`src/rtl/instr_decode_stage.sv`:
```
// instr_decode_stage: registered instruction decode with valid/ready on both
// sides. Prefix words (opcode PREFIX_OP) accumulate upper immediate payloads
// that are concatenated onto the following instruction's immediate.
// Optional feature macro: INSTR_DEC_SIGNEXT_EN (sign-extend the merged
// immediate from its MSB; zero-extend when undefined).
module instr_decode_stage #(
  parameter int unsigned INSN_W   = 8,
  parameter int unsigned OPCODE_W = 4,
  parameter int unsigned REG_W    = 2,
  parameter logic [OPCODE_W-1:0] PREFIX_OP = '1,
  parameter int unsigned MAX_PFX  = 2,
  parameter logic [2**OPCODE_W-1:0] ILLEGAL_MASK = '0,
  localparam int unsigned IMM_W     = INSN_W - OPCODE_W,
  localparam int unsigned IMM_OUT_W = IMM_W * (MAX_PFX + 1),
  localparam int unsigned CNT_W     = $clog2(MAX_PFX + 1)
) (
  input  logic                 clk,
  input  logic                 rst,
  input  logic                 flush,
  input  logic [INSN_W-1:0]    in_insn,
  input  logic                 in_valid,
  output logic                 in_ready,
  output logic                 out_valid,
  input  logic                 out_ready,
  output logic [OPCODE_W-1:0]  out_opcode,
  output logic [REG_W-1:0]     out_rs,
  output logic [REG_W-1:0]     out_rt,
  output logic [REG_W-1:0]     out_rd,
  output logic [IMM_OUT_W-1:0] out_imm,
  output logic [CNT_W-1:0]     out_pfx_cnt,
  output logic                 out_illegal
);

  localparam int unsigned EXT_W = IMM_W * MAX_PFX;

  typedef enum logic {IDLE, PFX} state_e;

  state_e               state_q, state_d;
  logic [CNT_W-1:0]     pfx_cnt_q, pfx_cnt_d;
  logic [EXT_W-1:0]     ext_q, ext_d;

  logic                 out_valid_q, out_valid_d;
  logic [OPCODE_W-1:0]  opcode_q, opcode_d;
  logic [REG_W-1:0]     rs_q, rs_d;
  logic [REG_W-1:0]     rt_q, rt_d;
  logic [IMM_OUT_W-1:0] imm_q, imm_d;
  logic [CNT_W-1:0]     ocnt_q, ocnt_d;
  logic                 illegal_q, illegal_d;

  logic [OPCODE_W-1:0]  in_opcode;
  logic [REG_W-1:0]     in_rs, in_rt;
  logic [IMM_W-1:0]     in_imm;
  logic                 accept, is_pfx, overflow;
  logic [IMM_OUT_W-1:0] raw_imm, ext_imm;

  assign in_opcode = in_insn[INSN_W-1 -: OPCODE_W];
  assign in_rs     = in_insn[INSN_W-OPCODE_W-1 -: REG_W];
  assign in_rt     = in_insn[REG_W-1:0];
  assign in_imm    = in_insn[IMM_W-1:0];

  assign in_ready = (!out_valid_q || out_ready) && !flush && !rst;
  assign accept   = in_valid && in_ready;
  assign is_pfx   = (in_opcode == PREFIX_OP);
  assign overflow = is_pfx && (pfx_cnt_q == CNT_W'(MAX_PFX));

  // Merge accumulated payloads with the imm field and extend to output width.
  // Unused upper payload slots of ext_q are always zero, so {ext_q, imm} is
  // already the zero-extended value; sign extension shifts the real MSB to
  // the top and arithmetic-shifts it back down.
  always_comb begin
    logic [IMM_OUT_W-1:0] raw_sh;
    int unsigned          shamt;
    raw_imm = {ext_q, in_imm};
    shamt   = (MAX_PFX - int'(pfx_cnt_q)) * IMM_W;
    raw_sh  = raw_imm << shamt;
`ifdef INSTR_DEC_SIGNEXT_EN
    ext_imm = $unsigned($signed(raw_sh) >>> shamt);
`else
    ext_imm = raw_sh >> shamt;
`endif
  end

  // Next-state: prefix accumulation, bundle emission, flush and pop.
  always_comb begin
    state_d     = state_q;
    pfx_cnt_d   = pfx_cnt_q;
    ext_d       = ext_q;
    out_valid_d = out_valid_q && !out_ready;
    opcode_d    = opcode_q;
    rs_d        = rs_q;
    rt_d        = rt_q;
    imm_d       = imm_q;
    ocnt_d      = ocnt_q;
    illegal_d   = illegal_q;
    if (flush) begin
      state_d     = IDLE;
      pfx_cnt_d   = '0;
      ext_d       = '0;
      out_valid_d = 1'b0;
    end else if (accept) begin
      if (is_pfx && !overflow) begin
        ext_d     = (ext_q << IMM_W) | EXT_W'(in_imm);
        pfx_cnt_d = pfx_cnt_q + CNT_W'(1);
        state_d   = PFX;
      end else begin
        out_valid_d = 1'b1;
        rs_d        = in_rs;
        rt_d        = in_rt;
        ocnt_d      = pfx_cnt_q;
        if (overflow) begin
          opcode_d  = PREFIX_OP;
          imm_d     = '0;
          illegal_d = 1'b1;
        end else begin
          opcode_d  = in_opcode;
          imm_d     = ext_imm;
          illegal_d = ILLEGAL_MASK[in_opcode];
        end
        state_d   = IDLE;
        pfx_cnt_d = '0;
        ext_d     = '0;
      end
    end
  end

  // State and output bundle registers with synchronous reset.
  always_ff @(posedge clk) begin
    if (rst) begin
      state_q     <= IDLE;
      pfx_cnt_q   <= '0;
      ext_q       <= '0;
      out_valid_q <= 1'b0;
      opcode_q    <= '0;
      rs_q        <= '0;
      rt_q        <= '0;
      imm_q       <= '0;
      ocnt_q      <= '0;
      illegal_q   <= 1'b0;
    end else begin
      state_q     <= state_d;
      pfx_cnt_q   <= pfx_cnt_d;
      ext_q       <= ext_d;
      out_valid_q <= out_valid_d;
      opcode_q    <= opcode_d;
      rs_q        <= rs_d;
      rt_q        <= rt_d;
      imm_q       <= imm_d;
      ocnt_q      <= ocnt_d;
      illegal_q   <= illegal_d;
    end
  end

  assign out_valid   = out_valid_q;
  assign out_opcode  = opcode_q;
  assign out_rs      = rs_q;
  assign out_rt      = rt_q;
  assign out_rd      = rs_q;
  assign out_imm     = imm_q;
  assign out_pfx_cnt = ocnt_q;
  assign out_illegal = illegal_q;

endmodule

```
`config.mk`:
```
export PLATFORM = sky130hd
export DESIGN_NAME = instr_decode_stage
export DESIGN_NICKNAME = d
export VERILOG_FILES = /design/src/rtl/instr_decode_stage.sv
export SDC_FILE = /design/constraint.sdc
export NUM_CORES = 1
export LEC_CHECK = 0
export CORE_MARGIN = 5
export CORE_UTILIZATION = 45
export CTS_CLUSTER_DIAMETER = 100
export DETAILED_ROUTE_END_ITERATION = 10
export PLACE_DENSITY_LB_ADDON = 0.08
export SETUP_SLACK_MARGIN = 0.15
export SYNTH_ARGS = -nofsm -noshare
export SYNTH_HDL_FRONTEND = slang
export SYNTH_SLANG_ARGS = --single-unit
export TNS_END_PERCENT = 50
```
`constraint.sdc`:
```
create_clock -name clk -period 1.7 [get_ports clk]
set_input_delay 0.17 -clock clk [delete_from_list [all_inputs] [get_ports clk]]
set_output_delay 0.17 -clock clk [all_outputs]
set_load 0.05 [all_outputs]
```
==> results.sh, run 1 <==
export IMPL_drive_gt1_share_pct=19.3
export IMPL_synth_yosys_seq_area_share_pct=51.9
export IMPL_avgRoutedWirePerCell_um=15.1
export IMPL_finalSetupViolCount=0
export IMPL_critical_path_class="register to register"
export IMPL_grt_pass1_vias=1151
export IMPL_fin_cells=218
export IMPL_max_freq_ghz=0.645
export IMPL_grt_pass1_wl_um=5340
export IMPL_yosys_area_share_simple_pct=21.4
export IMPL_fin_util_pct=66.0
export IMPL_route_detailed_drc=0
export IMPL_fin_nets=202
export IMPL_fillers=238
export IMPL_worstReg2RegEnd="out_imm[8]"
export IMPL_yosysTopAreaCellShare_pct=51.9
export IMPL_power_density_nw_per_um2=762
export IMPL_cts_inserted_buffers=5
export IMPL_dp_cells=210
export IMPL_slew_headroom_pct=59.7
export IMPL_rsz0062_at_grt="yes"
export IMPL_syn_area_per_cell_um2=9.51
export IMPL_postRouteAntennaNets=0
export IMPL_worst_clock_skew_ns=0.0112
export IMPL_synthMuxAreaShare_pct=0
export IMPL_clock_path_buffers=2
export IMPL_path_cells="inv_1 -> ha_1 -> or4_4 -> nor2_4 -> a22o_1"
export IMPL_hold_viol_final=0
export IMPL_synth_area_top_cells="dfxtp_1, nand2_1, a21oi_1"
export IMPL_synth_cell_area_um2=1310
export IMPL_synth_largest_area_cell="dfxtp_1"
export IMPL_ir_drop_v=0.000636
export IMPL_gp_congestion=0.868
export IMPL_hp_class="input pin to register"
export IMPL_vias=1192
export IMPL_clk_latency_ns=0.34
export IMPL_yosysWarnings=0
export IMPL_power_frac_clock_pct=29.4
export IMPL_rrSetupSlack_ns=0.15
export IMPL_endpoint_kind="register"
export IMPL_layout_min_cycle_time_ns=1.55
export IMPL_seq_power_share_pct=57.8
export IMPL_maxCapViolations=0
export IMPL_grt_ovfl_total=0
export IMPL_cts_tree="done"
export IMPL_whs_path_depth=3
export IMPL_synth_adder_area_share_pct=1.91
export IMPL_syn_inst=138
export IMPL_tightest_slew_ns=0.599
export IMPL_leakage_nw=0.876
export IMPL_synth_compound_area_share_pct=19.4
export IMPL_htreeDepth=2
export IMPL_grt_max_degree=13
export IMPL_synth_cell_types=28
export IMPL_die_h_um=64.0
export IMPL_min_to="out_opcode[0]"
export IMPL_start_util_pct=47.2
export IMPL_dieArea_um2=4100
export IMPL_reg2reg_depth=5
export IMPL_avgViaCountPerCell=5.47
export IMPL_p_comb_share_pct=12.8
export IMPL_status="finished clean"
export IMPL_diodes=0
export IMPL_start_kind="register"
export IMPL_crit_slowest_cell="or4_4"
export IMPL_power_switching_uw=377
export IMPL_ctsHoldBuffers=0
export IMPL_area_delta_synth_final_pct=39.9
export IMPL_row_count=19
export IMPL_die_x_um=64.0
export IMPL_grt_usage_pct=16.6
export IMPL_internal_power_mw=1.02
export IMPL_path_clk_slew_ns=0.09
export IMPL_synth_top_family_by_area="simple AND/OR/NAND/NOR gates"
export IMPL_firstDrtPassIters=5
export IMPL_yosys_register_bits=34
export IMPL_path_max_fanout=4
export IMPL_portBuffers=39
export IMPL_synth_xor_area_share_pct=0
export IMPL_crit_required_ns=1.98
export IMPL_io_pins=40
export IMPL_coreArea_um2=2780
export IMPL_hold_start="in_insn[4]"
export IMPL_dr_first_iter_drc_count=54
export IMPL_swShare_pct=27.0
export IMPL_root_buffer="clkbuf_4"
export IMPL_synth_nets=153
export IMPL_cp_arrival_ns=1.83
export IMPL_period_share_pct=91.2
export IMPL_antenna_found_initial=0
export IMPL_crit_path_max_incr_delay_ns=0.51
export IMPL_clock_sinks=34
export IMPL_wirelength_um=3290
export IMPL_r2r_start="pfx_cnt_q[0]"
export IMPL_drv_slew=0
export IMPL_dpl_hpwl_um=2400
[kinds of logic after synthesis]
| family | count (synthesis) |
|---|---|
| flops | 34 |
| compound gates | 38 |
| buf+inv | 10 |
| fa+ha+maj | 2 |
| simple gates | 54 |
[power by group through the flow]
stage | Clock (mW) | Sequential, mW | Combinational (mW)
floorplan | 0 | 0.864 | 0.0699
global placement | 0 | 0.829 | 0.180
detailed placement | 0 | 0.830 | 0.182
CTS | 0.425 | 0.810 | 0.179
global route | 0.458 | 0.811 | 0.190
finish | 0.411 | 0.809 | 0.179
[synth_stat cells]
cell and number:
a211oi_1 1, a21oi_1 22, a22o_1 8, a32o_1 4
and2_1 1, and3_1 1, buf_4 5, buf_6 2
clkbuf_1 2, dfxtp_1 34, ha_1 2, inv_1 1
nand2_1 30, nand2b_1 1, nand3_1 10, nand3b_1 1
nand4_1 1, nand4_2 1, nor2_1 1, nor2_2 2
nor2_4 1, nor2_8 1, nor4_2 1, o2111a_2 1
o2111ai_1 1, o21ai_0 1, or2_2 1, or4_1 1
[worst max-delay path, delay by kind of cell (launching register included)]
kind                       cells  cell delay (ns)
and+or+nand+nor                2             0.66
DFF                            1             0.36
adders and majority gates      1             0.29
AOI/OAI and AO/OA              1             0.15
buffers and inverters          1             0.05
[flip-flops by register name (all words and copies together) (netlist names)]
register	cells
out_imm	12
ext_q	8
out_opcode	4
out_pfx_cnt	2
out_rd	2
out_rt	2
pfx_cnt_q	2
out_illegal	1
out_valid	1
[layout by cell type, fill, tap and decap left out, types with 4 or more instances in the layout]
cell / n
nand2_1: 30
a32o_1: 4
a22o_1: 8
clkdlybuf4s50_1: 12
a21oi_1: 22
nand3_1: 10
dlygate4sd2_1: 11
clkbuf_4: 5
dfxtp_1: 33
dlymetal6s2s_1: 9
buf_4: 18
[layer usage]
metal  GRT usage, %  vias to the layer above  share of wire [%]
met3           5.25                        8                6.4
li1               -                      584                  -
met4           8.57                        0                2.2
met1           19.4                      565                 43
met2           26.9                       35                 48
met5              0                        -                  0
[worst max path at each step]
stage                          endpoint           from  depth (start not counted)
after floorplan             out_imm[10]   pfx_cnt_q[0]                          5
after global placement       out_imm[4]            rst                          5
after detailed placement     out_imm[4]            rst                          5
after CTS                 out_opcode[0]  out_opcode[0]                          1
after global routing         out_imm[8]   pfx_cnt_q[0]                          5
final                        out_imm[8]   pfx_cnt_q[0]                          5
[final cells by class]
cell class                      count  area (µm²)  share of cell area [%]
Timing Repair Buffer               51         484                    26.4
Inverter                            1        3.75                   0.204
Multi-Input combinational cell     94         578                    31.5
Sequential cell                    34         684                    37.3
Clock buffer                        5        37.5                    2.04
Clock inverter                      2        10.0                   0.545
Tap cell                           31        38.8                    2.11
[repair_timing]
action / in CTS / in global routing
setup endpoints to repair: 28 / 21
gates resized for setup: 14 / 10
pin swaps: 3 / 0
setup buffers: 1 / 0
[stage by stage]
stage	area [µm²]	total power, mW	setup slack, ns	TNS (ns)	hold slack, ns
2_1_floorplan	1310	0.934	0.157	0	0.306
3_3_place_gp	1750	1.01	0.0333	0	0.441
3_5_place_dp	1750	1.01	-0.0745	-0.249	0.447
4_1_cts	1810	1.41	0.0212	0	0.417
6_report	1840	1.40	0.149	0	0.427
5_1_grt	1840	1.46	0.0862	0	0.434
Power figures use the tool's default switching activity.
==> run 2, diff against run 1 <==
- CTS_CLUSTER_SIZE: not set -> 14
- clock period: 1.7 -> 1.78 ns (I/O delays scaled with it)
==> run 2 against run 1 <==
  * Die area did not move
  * Via count fell by 2.2%
  * Setup slack got worse by 0.030 ns
  * Final cell count fell by 2.8%
  * Utilization fell by 0.31 points
  * Combinational power fell by 6%
  * Clock skew rose by 0.0023 ns
  * First-iteration DRC count fell by 33%
  * Non-clock buffer count fell by 7
  * Sequential power fell by 4.4%
  * Hold slack improved by 0.016 ns
  * Routed wire length fell by 2.5%
  * Critical path type is now register to output port
  * Critical endpoint is now out_imm[4]
  * Largest power group unchanged
==> results.sh, run 2 (synthesized netlist as in run 1, its figures left out) <==
export IMPL_maxCapViolations=0
export IMPL_hp_class="input pin to register"
export IMPL_path_clk_slew_ns=0.11
export IMPL_dpl_hpwl_um=2320
export IMPL_gp_congestion=0.904
export IMPL_die_x_um=64.0
export IMPL_path_cells="clkdlybuf4s50_1"
export IMPL_layout_commonest_cell="dfxtp_1"
export IMPL_clock_path_buffers=2
export IMPL_drv_slew=0
export IMPL_crit_required_ns=1.60
export IMPL_avgViaCountPerCell=5.50
export IMPL_crit_path_max_incr_delay_ns=0.80
export IMPL_layout_min_cycle_time_ns=1.66
export IMPL_status="finished clean"
export IMPL_route_detailed_drc=0
export IMPL_r2r_start="pfx_cnt_q[0]"
export IMPL_max_freq_ghz=0.602
export IMPL_postRouteAntennaNets=0
export IMPL_avgRoutedWirePerCell_um=15.1
export IMPL_grt_usage_pct=16.0
export IMPL_path_max_fanout=2
export IMPL_final_setup_worst_slack_ns=0.119
export IMPL_endpoint_kind="output port"
export IMPL_tightest_slew_ns=0.523
export IMPL_final_cell_mix="dfxtp_1, nand2_1, a21oi_1"
export IMPL_htreeDepth=2
export IMPL_crit_slowest_cell="clkdlybuf4s50_1"
export IMPL_leakage_nw=0.841
export IMPL_portBuffers=39
export IMPL_grt_max_degree=13
export IMPL_grt_pass1_vias=1106
export IMPL_cts_inserted_buffers=5
export IMPL_clk_latency_ns=0.33
export IMPL_antenna_found_initial=0
export IMPL_start_util_pct=47.2
export IMPL_largest_register_ffs=12
export IMPL_detailedPlace_worstSlack_ns=-0.00296
export IMPL_setup_worst_path_start="out_imm[4]"
export IMPL_diodes=0
export IMPL_io_pins=40
export IMPL_worst_clock_skew_ns=0.0135
export IMPL_coreArea_um2=2780
export IMPL_wirelength_um=3210
export IMPL_clock_sinks=34
export IMPL_grt_ovfl_total=0
export IMPL_period_share_pct=93.3
export IMPL_fin_nets=195
export IMPL_cp_arrival_ns=1.48
export IMPL_die_h_um=64.0
export IMPL_row_count=19
export IMPL_power_density_nw_per_um2=760
export IMPL_start_kind="register"
export IMPL_power_mw=1.39
export IMPL_crit_family="buffers and inverters"
export IMPL_slew_headroom_pct=64.8
export IMPL_area_delta_synth_final_pct=39.3
export IMPL_grt_pass1_wl_um=5210
export IMPL_critical_path_class="register to output port"
export IMPL_dieArea_um2=4100
export IMPL_hold_start="in_insn[7]"
export IMPL_firstDrtPassIters=4
export IMPL_drive_gt1_share_pct=13.3
export IMPL_hold_viol_final=0
export IMPL_vias=1166
export IMPL_cts_tree="done"
export IMPL_finalSetupViolCount=0
export IMPL_path_buf_inv=1
export IMPL_root_buffer="clkbuf_4"
export IMPL_ir_drop_v=0.000745
export IMPL_dr_first_iter_drc_count=36
export IMPL_rsz0062_at_grt="yes"
[run 2: changes by cell type in the layout (fill, tap and decap cells not counted), sizes merged]
| cell | change |
|---|---|
| buf | -13 |
| clkbuf | +2 |
| clkdlybuf4s50 | +6 |
| clkinv | -1 |
[run 2: path summary, 6_finish.rpt]
path              endpoint  cells after the start  slack (ns)
max             out_imm[4]                      1        0.12
min reg2reg  out_opcode[2]                      2        0.46
min          out_opcode[3]                      3        0.44
max reg2reg     out_imm[8]                      5        0.19
[run 2: power breakdown]
group	leakage [nW]	internal (mW)	switching, mW
combinational	0.530	0.0645	0.105
clock	0.0353	0.191	0.255
sequential	0.275	0.768	0.00444
total	0.841	1.02	0.364
[run 2: layout make-up]
cell class,instances,area [µm²]
Multi-Input combinational cell,94,582
Clock inverter,1,5.00
Clock buffer,7,55.1
Sequential cell,34,684
Inverter,1,3.75
Timing Repair Buffer,44,459
Fill cell,258,953
Tap cell,31,38.8
[run 2: per-layer routing]
metal | share of wire, % | GRT usage, %
met4 | 1.1 | 6.23
met1 | 46 | 19.7
met5 | 0 | 0
met2 | 47 | 24.7
met3 | 6.6 | 6.48
[run 2: repair_timing]
action	in CTS	in global routing
setup buffers	0	0
endpoints found under the setup margin	30	19
gates resized for setup	16	9
hold buffers	0	0
pin swaps	1	0
endpoints found under the hold margin	0	0
[run 2: per-stage QoR]
stage	std cells	util [%]	TNS [ns]	hold WS (ns)	instance area, µm²
2_1_floorplan	138	-	0	0.314	1310
3_3_place_gp	204	62.3	0	0.442	1730
3_5_place_dp	204	62.3	-0.00326	0.448	1730
4_1_cts	212	64.9	0	0.429	1810
5_1_grt	212	65.7	0	0.418	1830
6_report	212	65.7	0	0.443	1830
==> run 3, diff against run 2 <==
- CORE_UTILIZATION: 45 -> 30
==> run 3 against run 2 <==
  * Clock-buffer cell count rose by 1
  * Clock skew decreased by 0.010 ns
  * Global-route usage down 3.7 points
  * Clock power grew 51%
  * Maximum frequency grew 2.9%
  * Critical path type unchanged
  * Largest power group unchanged
==> results.sh, run 3 (synthesized netlist as in run 1, its figures left out) <==
export IMPL_io_pins=40
export IMPL_crit_required_ns=1.60
export IMPL_status="finished clean"
export IMPL_drive_gt1_share_pct=15.5
export IMPL_endpoint_kind="output port"
export IMPL_dr_first_iter_drc_count=103
export IMPL_rrSetupSlack_ns=0.19
export IMPL_die_x_um=76.1
export IMPL_start_kind="register"
export IMPL_route_detailed_drc=0
export IMPL_final_cell_mix="dfxtp_1, nand2_1, clkdlybuf4s50_1"
export IMPL_wirelength_um=3480
export IMPL_worstReg2RegEnd="out_imm[11]"
export IMPL_dieArea_um2=5800
export IMPL_path_clk_slew_ns=0.07
export IMPL_largest_register_ffs=12
export IMPL_ctsHoldBuffers=0
export IMPL_coreArea_um2=4290
export IMPL_hp_class="register to register"
export IMPL_hold_start="ext_q[7]"
export IMPL_fin_tns_setup_ns=0
export IMPL_crit_slowest_cell="clkdlybuf4s50_1"
export IMPL_grt_ovfl_total=0
export IMPL_path_max_fanout=2
export IMPL_cts_tree="done"
export IMPL_root_buffer="clkbuf_8"
export IMPL_seq_power_share_pct=47.6
export IMPL_internal_power_mw=1.23
export IMPL_seqCellArea_um2=681
export IMPL_fillers=424
export IMPL_r2r_start="pfx_cnt_q[0]"
export IMPL_critical_path_class="register to output port"
export IMPL_power_switching_uw=395
export IMPL_cts_inserted_buffers=5
export IMPL_row_count=24
export IMPL_slew_headroom_pct=65.6
export IMPL_vias=1181
export IMPL_layout_min_cycle_time_ns=1.61
export IMPL_gp_congestion=0.770
export IMPL_final_setup_worst_slack_ns=0.166
export IMPL_portBuffers=39
export IMPL_max_freq_ghz=0.620
export IMPL_crit_path_max_incr_delay_ns=0.81
export IMPL_die_h_um=76.1
export IMPL_min_to="ext_q[7]"
export IMPL_drv_slew=0
export IMPL_diodes=0
export IMPL_multi_input_area_um2=578
export IMPL_grt_pass1_vias=1165
export IMPL_period_share_pct=90.6
export IMPL_grt_pass1_wl_um=5790
export IMPL_clk_latency_ns=0.28
export IMPL_cp_arrival_ns=1.44
export IMPL_area_delta_synth_final_pct=48.1
export IMPL_power_frac_clock_pct=41.4
export IMPL_path_cells="clkdlybuf4s50_1"
export IMPL_hold_viol_final=0
export IMPL_clock_sinks=34
export IMPL_fin_nets=201
export IMPL_maxCapViolations=0
export IMPL_tightest_slew_ns=0.515
export IMPL_avgViaCountPerCell=4.94
export IMPL_grt_usage_pct=12.3
export IMPL_leakage_nw=0.796
export IMPL_path_buf_inv=1
export IMPL_whs_path_depth=2
export IMPL_dpl_hpwl_um=2560
export IMPL_detailedPlace_worstSlack_ns=0.00861
export IMPL_rsz0062_at_grt="yes"
export IMPL_reg2reg_depth=5
export IMPL_worst_clock_skew_ns=0.00345
export IMPL_fin_util_pct=45.3
export IMPL_antenna_found_initial=0
export IMPL_crit_family="buffers and inverters"
export IMPL_ir_drop_v=0.000249
export IMPL_finalSetupViolCount=0
export IMPL_avgRoutedWirePerCell_um=14.6
export IMPL_layout_commonest_cell="dfxtp_1"
export IMPL_clock_path_buffers=2
export IMPL_htreeDepth=2
export IMPL_postRouteAntennaNets=0
export IMPL_firstDrtPassIters=4
export IMPL_start_util_pct=30.6
export IMPL_swShare_pct=24.3
export IMPL_grt_max_degree=13
export IMPL_p_comb_share_pct=11.0
export IMPL_power_density_nw_per_um2=837
[run 3: cell types whose count changed in the layout (fill, tap and decap cells not counted), sizes merged]
cell,delta
clkdlybuf4s50,+11
clkinv,-1
clkbuf,+1
dlymetal6s2s,-3
buf,+6
dlygate4sd2,-8
[run 3: worst max path at each step]
| stage | slack (ns) | start | cells past startpoint | to |
|---|---|---|---|---|
| 2_1_floorplan | 0.22 | pfx_cnt_q[0] | 5 | out_imm[10] |
| 3_3_place_gp | 0.07 | out_ready | 5 | out_imm[5] |
| 4_1_cts | 0.14 | out_rd[1] | 1 | out_rs[1] |
| 3_5_place_dp | 0.009 | rst | 6 | out_imm[4] |
| 5_1_grt | 0.1 | out_ready | 5 | out_imm[2] |
| 6_report | 0.17 | out_valid | 1 | out_valid |
[run 3: metrics by stage]
stage | hold slack, ns | cells | power (mW) | instance area (µm²)
4_1_cts | 0.455 | 239 | 1.64 | 1910
6_report | 0.450 | 239 | 1.63 | 1940
3_3_place_gp | 0.444 | 231 | 0.969 | 1810
2_1_floorplan | 0.314 | 138 | 0.892 | 1310
5_1_grt | 0.483 | 239 | 1.69 | 1940
3_5_place_dp | 0.449 | 231 | 0.972 | 1810
[run 3: area by class of cell]
cell class | instances | area share [%]
inverter | 1 | 0.193
multi-input combinational | 94 | 29.7
sequential | 34 | 35.0
tap | 52 | 3.35
clock buffer | 8 | 5.66
timing repair buffer | 50 | 26.1
[run 3: timing repair]
action | CTS | global route
buffers inserted | 0 | 0
gates resized for setup | 3 | 9
endpoints found under the hold margin | 0 | 0
setup endpoints to repair | 6 | 29
[run 3: routing by layer]
layer | vias to the layer above | global-route usage [%] | wire length (µm)
met2 | 34 | 18.8 | 1600
met5 | - | 0 | 0
met4 | 0 | 5.42 | 80
met1 | 554 | 15.3 | 1630
li1 | 586 | - | -
met3 | 7 | 4.73 | 166
[run 3: power by group through the flow]
stage / combinational, mW / clock, mW / sequential [mW]
finish: 0.179 / 0.673 / 0.775
global route: 0.190 / 0.724 / 0.776
CTS: 0.179 / 0.689 / 0.775
detailed placement: 0.179 / 0 / 0.793
global placement: 0.177 / 0 / 0.792
floorplan: 0.0668 / 0 / 0.825
